## config.mk

```make
export PLATFORM = sky130hd
export DESIGN_NAME = usonic_echo_detector
export DESIGN_NICKNAME = d
export VERILOG_FILES = /design/src/rtl/usonic_echo_detector.sv
export SDC_FILE = /design/constraint.sdc
export NUM_CORES = 1
export LEC_CHECK = 0
export CORE_MARGIN = 2
export CORE_UTILIZATION = 35
export CTS_BUF_LIST = sky130_fd_sc_hd__clkbuf_16
export DETAILED_ROUTE_END_ITERATION = 6
export HOLD_SLACK_MARGIN = 0.08
export PLACE_DENSITY = 0.57
export SLEW_MARGIN = 20
export SYNTH_ARGS = -nofsm -noshare
export SYNTH_HDL_FRONTEND = slang
export SYNTH_SLANG_ARGS = --single-unit
```

## constraint.sdc

```tcl
create_clock -name SYS_CLK -period 4.5 [get_ports SYS_CLK]
set_clock_uncertainty 0.05 [all_clocks]
set_input_delay 1.125 -clock SYS_CLK [delete_from_list [all_inputs] [get_ports SYS_CLK]]
set_output_delay 1.125 -clock SYS_CLK [all_outputs]
set_load 0.05 [all_outputs]
```

## src/rtl/usonic_echo_detector.sv

```systemverilog
// Ultrasonic time-of-flight echo detector: blanks the transmitter ring-down, finds the first
// threshold crossing after burst_start, then tracks the echo peak for peak_len samples.
`timescale 1ns/1ps
module usonic_echo_detector #(
    parameter int unsigned dbits    = 16,
    parameter int unsigned sbits    = 16,
    parameter int unsigned peak_len = 8
) (
    input  logic             SYS_CLK,
    input  logic             reset,
    input  logic             burst_start,
    input  logic             sample_valid,
    input  logic [dbits-1:0] sample,
    input  logic [dbits-1:0] threshold,
    input  logic [sbits-1:0] blank_samples,
    input  logic [sbits-1:0] window_samples,
    output logic             tof_valid,
    output logic             timeout,
    output logic [sbits-1:0] tof,
    output logic [dbits-1:0] peak,
    output logic [sbits-1:0] peak_idx,
    output logic             busy
);

    localparam int unsigned HBITS = (peak_len < 2) ? 1 : $clog2(peak_len);
    localparam logic [HBITS-1:0] HOLD_LAST = HBITS'(peak_len - 1);
    localparam logic [sbits-1:0] IDX_MAX = '1;

    localparam logic [1:0] IDLE   = 2'd0;
    localparam logic [1:0] BLANK  = 2'd1;
    localparam logic [1:0] SEARCH = 2'd2;
    localparam logic [1:0] PEAK   = 2'd3;

    logic [1:0]       state, state_d;
    logic [sbits-1:0] blank_q, blank_d, window_q, window_d;
    logic [sbits-1:0] idx_q, idx_d;
    logic [HBITS-1:0] hold_q, hold_d;
    logic [sbits-1:0] w_tof_q, w_tof_d, w_pidx_q, w_pidx_d;
    logic [dbits-1:0] w_peak_q, w_peak_d;
    logic             tof_valid_d, timeout_d;
    logic [sbits-1:0] tof_d, peak_idx_d;
    logic [dbits-1:0] peak_d;

    logic [sbits-1:0] idx_inc;
    logic [HBITS-1:0] hold_inc;
    logic             win_hit, bigger;
    logic [dbits-1:0] pk_n;
    logic [sbits-1:0] pidx_n;

    assign busy = (state != IDLE);

    // Next-state and datapath decode; burst_start has priority over any strobe
    always_comb begin
        state_d     = state;
        blank_d     = blank_q;
        window_d    = window_q;
        idx_d       = idx_q;
        hold_d      = hold_q;
        w_tof_d     = w_tof_q;
        w_peak_d    = w_peak_q;
        w_pidx_d    = w_pidx_q;
        tof_valid_d = 1'b0;
        timeout_d   = 1'b0;
        tof_d       = tof;
        peak_d      = peak;
        peak_idx_d  = peak_idx;

        idx_inc  = (idx_q == IDX_MAX) ? idx_q : idx_q + sbits'(1);
        hold_inc = hold_q + HBITS'(1);
        // idx+1 >= window also covers window <= blank: first missed SEARCH sample times out
        win_hit  = ((sbits+1)'(idx_q) + (sbits+1)'(1)) >= (sbits+1)'(window_q);
        bigger   = sample > w_peak_q;
        pk_n     = bigger ? sample : w_peak_q;
        pidx_n   = bigger ? idx_q : w_pidx_q;

        if (burst_start) begin
            blank_d  = blank_samples;
            window_d = window_samples;
            idx_d    = '0;
            hold_d   = '0;
            state_d  = (blank_samples == '0) ? SEARCH : BLANK;
        end else if (sample_valid) begin
            case (state)
                BLANK: begin
                    idx_d = idx_inc;
                    if (idx_q == blank_q - sbits'(1)) state_d = SEARCH;
                end
                SEARCH: begin
                    if (sample >= threshold) begin
                        w_tof_d  = idx_q;
                        w_peak_d = sample;
                        w_pidx_d = idx_q;
                        idx_d    = idx_inc;
                        hold_d   = '0;
                        if (HOLD_LAST == '0) begin
                            tof_valid_d = 1'b1;
                            tof_d       = idx_q;
                            peak_d      = sample;
                            peak_idx_d  = idx_q;
                            state_d     = IDLE;
                        end else begin
                            state_d = PEAK;
                        end
                    end else if (win_hit) begin
                        timeout_d = 1'b1;
                        state_d   = IDLE;
                    end else begin
                        idx_d = idx_inc;
                    end
                end
                PEAK: begin
                    idx_d    = idx_inc;
                    hold_d   = hold_inc;
                    w_peak_d = pk_n;
                    w_pidx_d = pidx_n;
                    if (hold_inc == HOLD_LAST) begin
                        tof_valid_d = 1'b1;
                        tof_d       = w_tof_q;
                        peak_d      = pk_n;
                        peak_idx_d  = pidx_n;
                        state_d     = IDLE;
                    end
                end
                default: ;
            endcase
        end
    end

    always_ff @(posedge SYS_CLK) begin
        if (reset) begin
            state     <= IDLE;
            blank_q   <= '0;
            window_q  <= '0;
            idx_q     <= '0;
            hold_q    <= '0;
            w_tof_q   <= '0;
            w_peak_q  <= '0;
            w_pidx_q  <= '0;
            tof_valid <= 1'b0;
            timeout   <= 1'b0;
            tof       <= '0;
            peak      <= '0;
            peak_idx  <= '0;
        end else begin
            state     <= state_d;
            blank_q   <= blank_d;
            window_q  <= window_d;
            idx_q     <= idx_d;
            hold_q    <= hold_d;
            w_tof_q   <= w_tof_d;
            w_peak_q  <= w_peak_d;
            w_pidx_q  <= w_pidx_d;
            tof_valid <= tof_valid_d;
            timeout   <= timeout_d;
            tof       <= tof_d;
            peak      <= peak_d;
            peak_idx  <= peak_idx_d;
        end
    end

endmodule

```

* Word-level counts from Yosys, hierarchy flattened
Index checks and enable logic that the tools add are counted.
** Word-level totals
- Input bits :: 68
- Word-level logic and storage cells :: 73
- Flip-flop bits (word level) :: 151
- Output and inout port bits :: 51
** Operators by class
- $add $sub $neg :: 4
- Mux-type cells :: 22
- Equal/unequal tests :: 11
- Bitwise logic cells :: 4
- Magnitude comparators :: 3
- Reductions and logical operators :: 16
** Operators with widths (count)
- $mux W16 :: 7
- $pmux W16 S2 :: 3
- $add A16 B1 Y17 const B :: 1
- $ge A17 B16 Y1 :: 1
- $add A16 B1 Y16 const B :: 1
- $eq A16 B16 Y1 :: 1
- $eq A16 B16 Y1 const B :: 1
- $ge A16 B16 Y1 :: 1
- $gt A16 B16 Y1 :: 1
- $logic_not A16 Y1 :: 1
- $sub A16 B1 Y16 const B :: 1
- $mux W2 :: 7
- $reduce_and A4 Y1 :: 3
- $ne A3 B3 Y1 const B :: 3
- $reduce_bool A2 Y1 :: 4
- $pmux W2 S3 :: 1
- $pmux W3 S2 :: 1
- $reduce_and A3 Y1 :: 2
- $reduce_and A5 Y1 :: 1
- $reduce_or A5 Y1 :: 1
- $eq A2 B2 Y1 const B :: 2
- $ne A4 B4 Y1 const B :: 1
- $not A1 Y1 :: 4
- $reduce_bool A4 Y1 :: 1
- other kinds (8) :: 10

* Longest topological paths before layout
- Depth in word-level cells :: 7
- Depth in mapped cells :: 19

* Worst setup path after synthesis
No wires, ideal clock.
- Kind :: register to register
- From :: register idx_q[0]
- To :: register idx_q[11]
- Stages on the path, launching flop included :: 19
- Library setup time :: 128 ps
- Slack :: 801 ps
- Data arrival time :: 3522 ps
- Period minus slack after synthesis :: 3699 ps
- Buffers on the path :: 2
- Path through :: dfxtp_1 > ha_1 > and3_1 > and4_1 > clkbuf_1 > and3_1 > and3_1 > and3_1 > xor2_1 > ha_1 > a21oi_1 > nor2b_1 > a211oi_1 > o211ai_1 > nand4_1 > clkbuf_1 > nand3_1 > xor2_1 > nor2_1
** On the way
- Longest elaborated chain between the ends :: 5
- Elaborated cells between the ends (all ways) :: 10
- Classes of those cells :: add/sub: 2; order compare: 1; eq/ne: 2; mux: 4; reduce/logical: 1
** Ends and longest elaborated chain
- start, declared :: line 36 : logic [sbits-1:0] idx_q, idx_d;
- start signal, assigned :: line 148 : idx_q <= idx_d;
- parallel branches: the longest is 5 deep, another holds $add A16 B1 Y17
Several ways; the timed one is not identified. The select of a mux whose other input is x is not followed.
A chain may end at the register's enable or synchronous reset.

* Worst setup path in the final report
- From :: register idx_q[0]
- To :: register idx_q[13]
The elaborated chain is that of the path after synthesis.

==> summary.md <==
| Metric | Value |
|---|---|
| Post-synth top cells | dfxtp_1 (151), mux2i_1 (117), nor2_1 (107) |
| Post-synth cell types | 53 |
| Worst r2r src | idx_q[0] |
| Ys Warns | 0 |
| Primary FF master, synth | dfxtp_1 |
| Cells resized by post-CTS repair | 0 |
| Synth area leaders | dfxtp_1 (37%), mux2i_1 (14%), ha_1 (8.6%) |
| Unrepaired setup endpoints after global routing | false |
| Setup TNS | 0 ns |
| Asr flop ratio synth | 0% |
| Crit path kind | flip-flop to flip-flop |
| Slew Viols, Final | 0 |
| P_leak | 4.10 nW |
| Slew headroom | 31.0% |
| Gr usage total | 17.0% |
| I/O pin count | 119 |
| Most numerous cell in the Yosys netlist | dfxtp_1 |
| Largest net degree at the start of global routing | 80 |
| GP Congestion | 0.805 |
| Sequential fraction of the synthesis area | 37.2% |
| Post-Syn Nets | 1040 |
| N_diodes | 0 |
| Hold path start | w_tof_q[1] |
| Power per Cell Area | 307 nW/um^2 |
| Fraction of layout instances using a drive strength above 1 | 6.91% |
| Critical path launch point type | flip-flop |
| # H-tree levels | 4 |
| Average size of a mapped cell | 8.88 um^2 |
| Setup violators final | 0 |
| Num CTS Buffers | 17 |
| Grt ovf | 0 |
| Worst Path Required | 4.75 ns |
| Nature of the critical path endpoint | flip-flop |
| CP Max Fanout | 17 |
| Total of max-cap violations | 0 |
| Wire per inst | 15.5 um |
| Antenna-violating nets left | 0 |
| Post-layout min period | 3.99 ns |
| Nets | 1139 |
| DRC violations left | 0 |
| CTS tree | built |
| Final Cell Area | 10200 um^2 |
| Area of placed instances | 9630 um^2 |
| DR vias | 6501 |
| Mapped Area | 8140 um^2 |
| P&R area growth vs syn | 25.3% |
| TritonRoute pass-1 iters | 4 |
| Area occupied by multi-input gates | 4690 um^2 |
| Hold buffers post-CTS | 0 |
| HP Class | flip-flop to flip-flop |
| Detailed-route wire length | 20.4 mm |
| Tot Pwr | 3.14 mW |
| CP arrival | 4.24 ns |
| Placed wire-length estimate | 14.5 mm |
| Max frequency | 0.250 GHz |
| Fill count | 2293 |
| Worst slew pin tran | 1.04 ns |
| DIE AREA | 24500 um^2 |
| Die Y | 156 um |
| Maximum vdd drop | 0.000201 V |
| CP startpoint | idx_q[0] |
| Vias in the first global route | 6239 |
| Crit share post-route | 88.7% |
| Post-CTS Setup Bufs | 0 |
| Clock buffer depth | 2 |
| TritonCTS Sinks | 151 |
| Root Buffer | clkbuf_16 |
| Chip width | 156 um |
| Clock Pin Slew Worst Setup and Hold Paths | 0.07 ns |
| Yosys reg bits | 151 |
| I/O Buffers | 118 |
| Hold Fails Final Rpt | 0 |
| Post-synth EDFFs | 0 |
| Initial Util | 35.8% |
| Reg area | 3020 um^2 |
| Site Rows | 55 |
| Latest clock arrival within the worst-skew pair | 0.43 ns |
| Violation count after the first detailed-route iteration | 269 |
| Core area | 22700 um^2 |
| Initial antenna violation count | 0 |
| Outcome | finished, final reports clean |
| Vias per inst | 4.95 |
| Post-synth top area share | 37.2% |
| Syn Inst Count | 916 |
| First-pass GRT wire length | 33.0 mm |
| Yosys top cell by area | dfxtp_1 |
==> cells in the final DEF, fill, tap and decap left out, types with 17 or more instances in the layout <==
cell type,n
nor2_1,107
nand2_1,47
a211oi_1,36
clkbuf_16,17
mux2i_1,117
dfxtp_1,151
ha_1,56
nand2b_1,68
xor2_1,36
clkdlybuf4s50_1,116
inv_1,58
nand3_1,23
buf_4,23
a21oi_1,32
==> flip-flops by register name, summed over array words and instances (netlist names), 2 cells and up <==
| register | cells |
|---|---|
| w_tof_q | 16 |
| w_pidx_q | 16 |
| state | 2 |
| peak | 16 |
| blank_q | 16 |
| hold_q | 3 |
| peak_idx | 16 |
| idx_q | 16 |
| window_q | 16 |
| tof | 16 |
| w_peak_q | 16 |
==> power breakdown <==
group          switching, mW  internal [mW]  total (mW)
Combinational          0.180          0.178       0.358
Clock                  0.623          0.775        1.40
Sequential            0.0220           1.36        1.38
Total                  0.825           2.31        3.14
==> per-layer routing <==
layer / vias up / part of all wire [%] / global-route usage (%)
li1: 3335 / - / -
met1: 3010 / 50 / 23.7
met2: 136 / 45 / 26.8
met3: 20 / 4.5 / 3.07
met4: 0 / 1.4 / 5.42
met5: - / 0 / 0
==> layout make-up <==
type	count	share of cell area (%)
Inverter	58	2.13
Multi-Input combinational cell	647	46.0
Clock buffer	17	4.17
Clock inverter	15	1.39
Tap cell	285	3.50
Sequential cell	151	29.6
Timing Repair Buffer	140	13.1
==> final timing paths <==
path	end	slack, ns	depth (start not counted)
worst max-delay path	idx_q[13]	0.51	17
worst min-delay path	tof[1]	0.40	2
worst max register to register	idx_q[13]	0.51	17
worst min register to register	tof[1]	0.40	2
==> per-stage QoR <==
step / hold WS, ns / instances / utilization, % / worst slack [ns]
after global routing: 0.428 / 1313 / 44.9 / 0.268
after floorplan: 0.382 / 916 / - / 0.801
after CTS: 0.405 / 1313 / 44.9 / 0.525
after global placement: 0.394 / 1281 / 42.4 / 0.216
after detailed placement: 0.400 / 1281 / 42.4 / 0.197
final: 0.400 / 1313 / 44.9 / 0.507
==> worst max-delay path, cell delays in order, from the launching register on <==
cell,delay [ns]
dfxtp_1,0.48
ha_1,0.26
and3_1,0.28
and4_1,0.23
and3_1,0.21
and3_1,0.22
and3_1,0.23
xor2_1,0.19
ha_1,0.27
a21oi_1,0.13
nor2b_1,0.06
a211oi_1,0.27
o211ai_1,0.23
nand4_1,0.15
buf_4,0.24
nand4_1,0.15
xor2_1,0.16
nor2_1,0.05
==> cells by family after synthesis <==
group	after synthesis	synth area share, %
compound gates	119	10.2
mux	118	14.5
xor+xnor	47	5.06
simple gates	307	19.0
buf+inv	118	5.44
fa+ha+maj	56	8.61
flops	151	37.2
Power figures use the tool's default switching activity.
